===== config.mk =====
export PLATFORM = sky130hd
export DESIGN_NAME = change_dispense
export DESIGN_NICKNAME = d
export VERILOG_FILES = /design/src/rtl/change_dispense.sv
export SDC_FILE = /design/constraint.sdc
export NUM_CORES = 1
export LEC_CHECK = 0
export BUFFER_PORTS_ARGS = -buffer_cell sky130_fd_sc_hd__buf_4
export CAP_MARGIN = 30
export CORE_MARGIN = 2
export CORE_UTILIZATION = 54
export CTS_CLUSTER_SIZE = 12
export DETAILED_ROUTE_END_ITERATION = 10
export HOLD_SLACK_MARGIN = 0.15
export PLACE_DENSITY = 0.83
export SLEW_MARGIN = 10
export SYNTH_ARGS = -nofsm -noshare
export SYNTH_HDL_FRONTEND = slang
export SYNTH_SLANG_ARGS = --single-unit

===== constraint.sdc =====
create_clock -name clk -period 2.4 [get_ports clk]
set_input_delay 0.24 -clock clk [delete_from_list [all_inputs] [get_ports clk]]
set_output_delay 0.24 -clock clk [all_outputs]
set_load 0.1 [all_outputs]

===== src/rtl/change_dispense.sv =====
// change_dispense: computes change (total - price) after a vend and pays it out
// one coin at a time, largest denomination first, limited by per-tube stock.
// Coin handshake: coin_valid/coin_sel are presented in ISSUE and held stable
// until a cycle with coin_ready=1; the coin is considered taken on that edge.
// coin_ready while coin_valid=0 has no effect.
module change_dispense #(
    parameter int CURRENCY_WIDTH = 7,
    parameter int STOCK_WIDTH    = 6,
    parameter int DENOM_0        = 25,
    parameter int DENOM_1        = 10,
    parameter int DENOM_2        = 5,
    parameter int DENOM_3        = 1
) (
    input  logic                      clk,
    input  logic                      rst,
    input  logic                      change_req,
    input  logic [CURRENCY_WIDTH-1:0] total_currency,
    input  logic [CURRENCY_WIDTH-1:0] item_price,
    output logic                      coin_valid,
    output logic [1:0]                coin_sel,
    input  logic                      coin_ready,
    input  logic                      refill_valid,
    input  logic [1:0]                refill_sel,
    input  logic [STOCK_WIDTH-1:0]    refill_count,
    output logic                      change_busy,
    output logic                      change_done,
    output logic                      change_err,
    output logic                      change_short,
    output logic [CURRENCY_WIDTH-1:0] change_remaining,
    output logic [3:0]                stock_empty
);

    typedef enum logic [1:0] {
        IDLE   = 2'd0,
        SELECT = 2'd1,
        ISSUE  = 2'd2,
        DONE   = 2'd3
    } state_t;

    localparam logic [STOCK_WIDTH:0] STOCK_MAX = {1'b0, {STOCK_WIDTH{1'b1}}};

    // Tube value lookup; tube 0 is the largest coin.
    function automatic logic [CURRENCY_WIDTH-1:0] denom(input logic [1:0] idx);
        case (idx)
            2'd0:    denom = CURRENCY_WIDTH'(DENOM_0);
            2'd1:    denom = CURRENCY_WIDTH'(DENOM_1);
            2'd2:    denom = CURRENCY_WIDTH'(DENOM_2);
            default: denom = CURRENCY_WIDTH'(DENOM_3);
        endcase
    endfunction

    state_t                    state_q, state_d;
    logic [CURRENCY_WIDTH-1:0] remaining_q, remaining_d;
    logic [1:0]                coin_sel_q, coin_sel_d;
    logic                      err_q, err_d;
    logic                      short_q, short_d;
    logic [STOCK_WIDTH-1:0]    stock_q [4];
    logic [STOCK_WIDTH-1:0]    stock_d [4];

    logic                      pick_found;
    logic [1:0]                pick_idx;
    logic                      coin_taken;

    assign coin_taken = (state_q == ISSUE) && coin_ready;

    // Greedy pick: lowest tube index whose coin fits the remainder and is in stock.
    always_comb begin
        pick_found = 1'b0;
        pick_idx   = 2'd0;
        for (int i = 3; i >= 0; i--) begin
            if ((denom(2'(i)) <= remaining_q) && (stock_q[i] != '0)) begin
                pick_found = 1'b1;
                pick_idx   = 2'(i);
            end
        end
    end

    // Stock bookkeeping: refill and coin payout may hit the same tube in one cycle.
    always_comb begin
        for (int i = 0; i < 4; i++) begin
            logic [STOCK_WIDTH:0] sum;
            sum = {1'b0, stock_q[i]};
            if (refill_valid && (refill_sel == 2'(i))) begin
                sum = sum + {1'b0, refill_count};
            end
            // A tube is only selected when non-empty, so this never goes negative.
            if (coin_taken && (coin_sel_q == 2'(i))) begin
                sum = sum - 1'b1;
            end
            stock_d[i] = (sum > STOCK_MAX) ? STOCK_MAX[STOCK_WIDTH-1:0] : sum[STOCK_WIDTH-1:0];
        end
    end

    // Next-state logic for the payout sequencer.
    always_comb begin
        state_d     = state_q;
        remaining_d = remaining_q;
        coin_sel_d  = coin_sel_q;
        err_d       = err_q;
        short_d     = short_q;
        case (state_q)
            IDLE: begin
                if (change_req) begin
                    short_d = 1'b0;
                    if (total_currency >= item_price) begin
                        remaining_d = total_currency - item_price;
                        err_d       = 1'b0;
                        state_d     = SELECT;
                    end else begin
                        remaining_d = '0;
                        err_d       = 1'b1;
                        state_d     = DONE;
                    end
                end
            end
            SELECT: begin
                if (remaining_q == '0) begin
                    state_d = DONE;
                end else if (pick_found) begin
                    coin_sel_d = pick_idx;
                    state_d    = ISSUE;
                end else begin
                    short_d = 1'b1;
                    state_d = DONE;
                end
            end
            ISSUE: begin
                if (coin_ready) begin
                    remaining_d = remaining_q - denom(coin_sel_q);
                    state_d     = SELECT;
                end
            end
            default: begin
                state_d = IDLE;
            end
        endcase
    end

    // State and datapath registers; reset also empties every tube.
    always_ff @(posedge clk) begin
        if (rst) begin
            state_q     <= IDLE;
            remaining_q <= '0;
            coin_sel_q  <= 2'd0;
            err_q       <= 1'b0;
            short_q     <= 1'b0;
            for (int i = 0; i < 4; i++) begin
                stock_q[i] <= '0;
            end
        end else begin
            state_q     <= state_d;
            remaining_q <= remaining_d;
            coin_sel_q  <= coin_sel_d;
            err_q       <= err_d;
            short_q     <= short_d;
            for (int i = 0; i < 4; i++) begin
                stock_q[i] <= stock_d[i];
            end
        end
    end

    // Outputs decode directly from registered state.
    always_comb begin
        coin_valid       = (state_q == ISSUE);
        coin_sel         = coin_sel_q;
        change_busy      = (state_q != IDLE);
        change_done      = (state_q == DONE);
        change_err       = err_q;
        change_short     = short_q;
        change_remaining = remaining_q;
        for (int i = 0; i < 4; i++) begin
            stock_empty[i] = (stock_q[i] == '0);
        end
    end

endmodule


=== After elaboration in Yosys (flattened, before gate mapping) ===
Memory sizes are Yosys's and may differ from the RTL's.
Cells that the tools add are included.

* Add/sub/neg operators: 10
* Order comparisons: 9
* Eq/ne operators: 13
* Muxes and demuxes: 45
* Bitwise logic cells: 5
* Reduce and logical (&&, ||, !) cells: 33

{| class="wikitable"
|+ Operator list
! operator !! number
|-
| $mux 7 || 13
|-
| $mux 6 || 8
|-
| $add 6x6->7 || 4
|-
| $gt 7x6->1 const B || 4
|-
| $sub 7x1->7 const B || 4
|-
| $logic_not 6->1 || 4
|-
| $reduce_bool 6->1 || 4
|-
| $pmux 5 s3 || 1
|-
| $mux 2 || 7
|-
| $pmux 7 s2 || 1
|-
| $sub 7x7->7 || 2
|-
| $logic_and 1x1->1 || 13
|-
| $mux 1 || 13
|-
| $eq 2x2->1 const B || 6
|-
| $ge 7x7->1 || 1
|-
| $le 1x7->1 const A || 1
|-
| $le 3x7->1 const A || 1
|-
| $le 4x7->1 const A || 1
|-
| $le 5x7->1 const A || 1
|-
| $logic_not 7->1 || 1
|-
| $eq 2x1->1 const B || 3
|-
| $logic_not 2->1 || 3
|-
| $ne 2x2->1 const B || 3
|-
| $pmux 2 s3 || 1
|-
| 8 further kinds || 15
|}

* Register bits after elaboration: 13
* Memory bits (writable): 24
* Bits of input ports: 27
* Output and inout port bits: 18
* Logic and storage cells: 121
* Memories: 1

{| class="wikitable"
|+ Memories
! name !! depth !! width !! read ports !! clocked after memory_dff !! write ports !! RTL line !! text
|-
| stock_q || 4 || 6 || 4 || 0 || 4 || 57 || <nowiki>logic [STOCK_WIDTH-1:0] stock_q [4];</nowiki>
|}

=== Logic depth before layout (Yosys ltp) ===
An unclocked memory read counts as a cell.

* Depth in word-level cells: 10
* Gate-level depth with buffers: 10
* Depth with buffers taken out: 10

=== Worst setup path after synthesis ===
OpenSTA, ideal clock, no wires.

* Kind: register to register
* From: memory stock_q[1][3]
* To: register state_q[0]
* Setup time: 115 ps
* Arrival: 3734 ps
* Data required time: 2285 ps
* Setup slack: -1448 ps
* Cell stages (with the launch flop): 7
* Buffers on the path: 0
* Period minus slack after synthesis: 3848 ps
* Cell sequence: dfxtp_1 > or4_1 > nor3_1 > a21oi_1 > nor2_1 > a21oi_1 > a2111oi_0

{| class="wikitable"
|+ RTL lines
! item !! RTL line !! text
|-
| start, declared || 57 ||
|-
| end signal, assigned || 151 || <nowiki>state_q <= state_d;</nowiki>
|-
| end, declared || 52 || <nowiki>state_t state_q, state_d;</nowiki>
|}

==> metrics.yaml <==
synth:
  synth_top_cell_area_share_pct: 18.93
  async_flop_share_pct: 0
  synthesized_instance_count: 488
  post_synth_edffs: 0
  synth_cell_type_count: 63
  most_numerous_cell_in_the_yosys_netlist: "sky130_fd_sc_hd__nor2_1"
  synth.top_cells.by_area: "sky130_fd_sc_hd__dfxtp_1 (19%), sky130_fd_sc_hd__ha_1 (13%), sky130_fd_sc_hd__xnor2_1 (4.9%)"
  post_synth_most_frequent_cells: "sky130_fd_sc_hd__nor2_1 (47), sky130_fd_sc_hd__ha_1 (40), sky130_fd_sc_hd__dfxtp_1 (37), sky130_fd_sc_hd__nand2_1 (35), sky130_fd_sc_hd__inv_1 (33)"
  syn_nets: 561
  netlist_area_um2: 3914
  synth_area_per_cell_um2: 8.020
  yosysTopAreaCell: "sky130_fd_sc_hd__dfxtp_1"
  synth.yosys.warnings: 0
  dominantRegCellSynth: "sky130_fd_sc_hd__dfxtp_1"
  synth_sequential_area_ratio_pct: 18.93
  synth.ff_latch_count: 37
global_route:
  vias_in_the_first_global_route: 3847
  global_route_wire_length_before_repair_um: 16220
  grt_resource_usage_total_pct: 25.78
  grt.overflow.total: 0
  antenna_found_initial: 0
  grt_start_max_net_pins: 38
sta:
  setup_violations: 0
  fin_worst_hold_slack_ns: 0.2358
  timing_max_transition_violations_final: 0
  max_freq_ghz: 0.4171
  slew_headroom_pct: 49.00
  clock-skew-final_ns: 0.002905
  hold_viol: 0
  setup_tns_ns: 0
  fin_crit_ns: 2.397
  worst-slew-pin-transition_ns: 0.7604
  final.period_utilization_pct: 99.89
drt:
  post_drt_wl_per_cell_um: 16.23
  route.detailed.vias_per_inst: 6.063
  drc: 0
  antenna_left: 0
  route.vias.total: 3977
  detail_route.wirelength_um: 10650
  drt_first_pass_iters: 5
  detail_route.iter0.violations: 205
clock_network:
  ctsHtreeMaxLevel: 2
  insertion_delay_ns: 0.29
  clk_root_buffer_cell: "sky130_fd_sc_hd__clkbuf_8"
  tritoncts: "built"
  cts_num_sinks: 37
  cts-buffers-inserted: 5
  cts.path.max_buffers: 2
  clk_pin_slew_ns: 0.08
floorplan:
  die_w_um: 89.14
  fp.dieH_um: 89.14
  start_util_pct: 54.84
  core_area_um2: 7137
  die_area_um2: 7945
  ioPinCount: 45
  row_count: 31
min_path:
  hold_path_class: "input pin to flip-flop"
pwr:
  finalPower_uw: 3508
  worst_ir_drop_on_vdd_mv: 0.6031
  power-per-cell-area_nw_per_um2: 712.6
  static_leakage_uw: 0.002092
layout:
  post_route_cells_drive_above_1_share_pct: 27.29
  antenna-diode-count: 0
  area_growth_pct: 25.80
  fin_nets: 629
  final_cells: 656
  final_area_um2: 4923
setup_path:
  critPathMaxFanout: 6
  startpoint_kind_of_the_worst_setup_timing_path: "flip-flop"
  timing.critical_path.to_type: "flip-flop"
  critical_path_class: "flip-flop to flip-flop"
  worst_ep_arrival_time_ns: 2.59
  worst_ep_required_time_ns: 2.60
placed_design:
  gp_congestion: 0.8612
  detailed_place_hpwl_um: 7822
  placedCellCount: 637
  placement.cell_area_um2: 4493
  io_buffer_count: 44
outcome:
  result_of_the_run: "finished clean"
run:
  max_cap_viol: 0
-- cell usage in the layout, fill, tap and decap left out, drive strengths merged, types with 3 or more instances in the layout --
cell | netlist | final
fa | 6 | 6
o21a | 13 | 13
a31oi | 9 | 9
o221a | 3 | 3
o211ai | 6 | 6
a2111oi | 3 | 3
inv | 33 | 33
mux2i | 12 | 12
o31a | 8 | 8
xnor2 | 22 | 22
a21oi | 30 | 30
ha | 40 | 40
nor2b | 7 | 7
nor3 | 16 | 16
mux2 | 7 | 7
dfxtp | 37 | 37
o31ai | 13 | 13
nand3 | 10 | 10
xor2 | 10 | 10
o21ai | 15 | 15
or2 | 5 | 5
or3b | 3 | 3
clkbuf | 9 | 5
or4 | 5 | 5
nand3b | 4 | 4
nand4 | 9 | 9
nand2b | 13 | 13
or3 | 3 | 3
nor2 | 49 | 49
buf | 5 | 75
nand2 | 36 | 36
a211oi | 15 | 15
a311oi | 6 | 6
-- power breakdown --
part / switching [uW] / internal, uW / leakage, uW / total [uW]
Clock: 244 / 413 / 0.0000681 / 658
Sequential: 112 / 710 / 0.000307 / 821
Combinational: 1320 / 709 / 0.00172 / 2030
-- repair_timing --
| item | 4_1_cts | 5_1_grt |
|---|---|---|
| setup buffers | 5 | 6 |
| setup endpoints to repair | 14 | 15 |
| endpoints found under the hold margin | 0 | 0 |
| resized for setup | 14 | 33 |
| pin swaps | 7 | 14 |
| hold buffers | 0 | 0 |
-- kinds of logic (layout without fill, tap and decap cells) --
family | count (synthesis) | after routing | synth area share (%)
AND/OR/NAND/NOR | 171 | 171 | 23.75
AO/OA/AOI/OAI | 135 | 135 | 24.23
adder cells (fa/ha/maj) | 47 | 47 | 16.11
buffers and inverters | 47 | 116 | 4.635
flip-flops | 37 | 37 | 18.93
XOR/XNOR | 32 | 32 | 7.161
multiplexers | 19 | 19 | 5.179
-- worst max-delay path, cell delays in order (launching register included) --
cell and delay, ns:
sky130_fd_sc_hd__dfxtp_1 0.41, sky130_fd_sc_hd__inv_1 0.10, sky130_fd_sc_hd__fa_1 0.44, sky130_fd_sc_hd__xnor2_1 0.16, sky130_fd_sc_hd__mux2i_1 0.26, sky130_fd_sc_hd__nand4_1 0.22, sky130_fd_sc_hd__nor3_4 0.27, sky130_fd_sc_hd__buf_6 0.15
sky130_fd_sc_hd__a21oi_1 0.06, sky130_fd_sc_hd__a311oi_1 0.24
-- registers in the layout, indices dropped and copies added (netlist names) --
register,count
state_q,2
change_remaining,7
change_short,1
coin_sel,2
change_err,1
stock_q,24
-- per-stage QoR --
step	utilization [%]	worst slack, ns
floorplan	-	-0.04818
global placement	62.96	-0.05086
detailed placement	62.96	-0.1742
CTS	66.20	0.0007072
global route	68.99	-0.08493
finish	68.99	0.002609
-- per-layer routing --
metal | vias to the layer above | wire length (um) | part of all wire [%] | track usage, %
met1 | 1851 | 4415 | 41 | 28.09
met5 | - | 0 | 0 | 0
li1 | 1951 | - | - | -
met2 | 153 | 5360 | 50 | 48.69
met3 | 22 | 667 | 6.3 | 5.171
met4 | 0 | 205 | 1.9 | 9.769
-- path summary, 6_finish.rpt --
kind                            start             endpoint  slack (ns)  cells past startpoint
setup / recovery        stock_q[0][1]        stock_q[0][1]       0.003                      9
hold / removal             coin_ready           state_q[1]        0.24                      3
setup reg to reg        stock_q[0][1]        stock_q[0][1]       0.003                      9
hold reg to reg   change_remaining[0]  change_remaining[0]        0.49                      2
-- cell type report --
cell class              instances  area (um2)
repair buffers                 75       570.5
multi-input cells             404        3217
clock buffers                   5       68.82
well taps                      99       123.9
clock inverters                 3       65.06
fillers                       564        2213
flip-flops and latches         37       754.5
inverters                      33       123.9
Note: power is estimated with default switching activity, not from simulation.
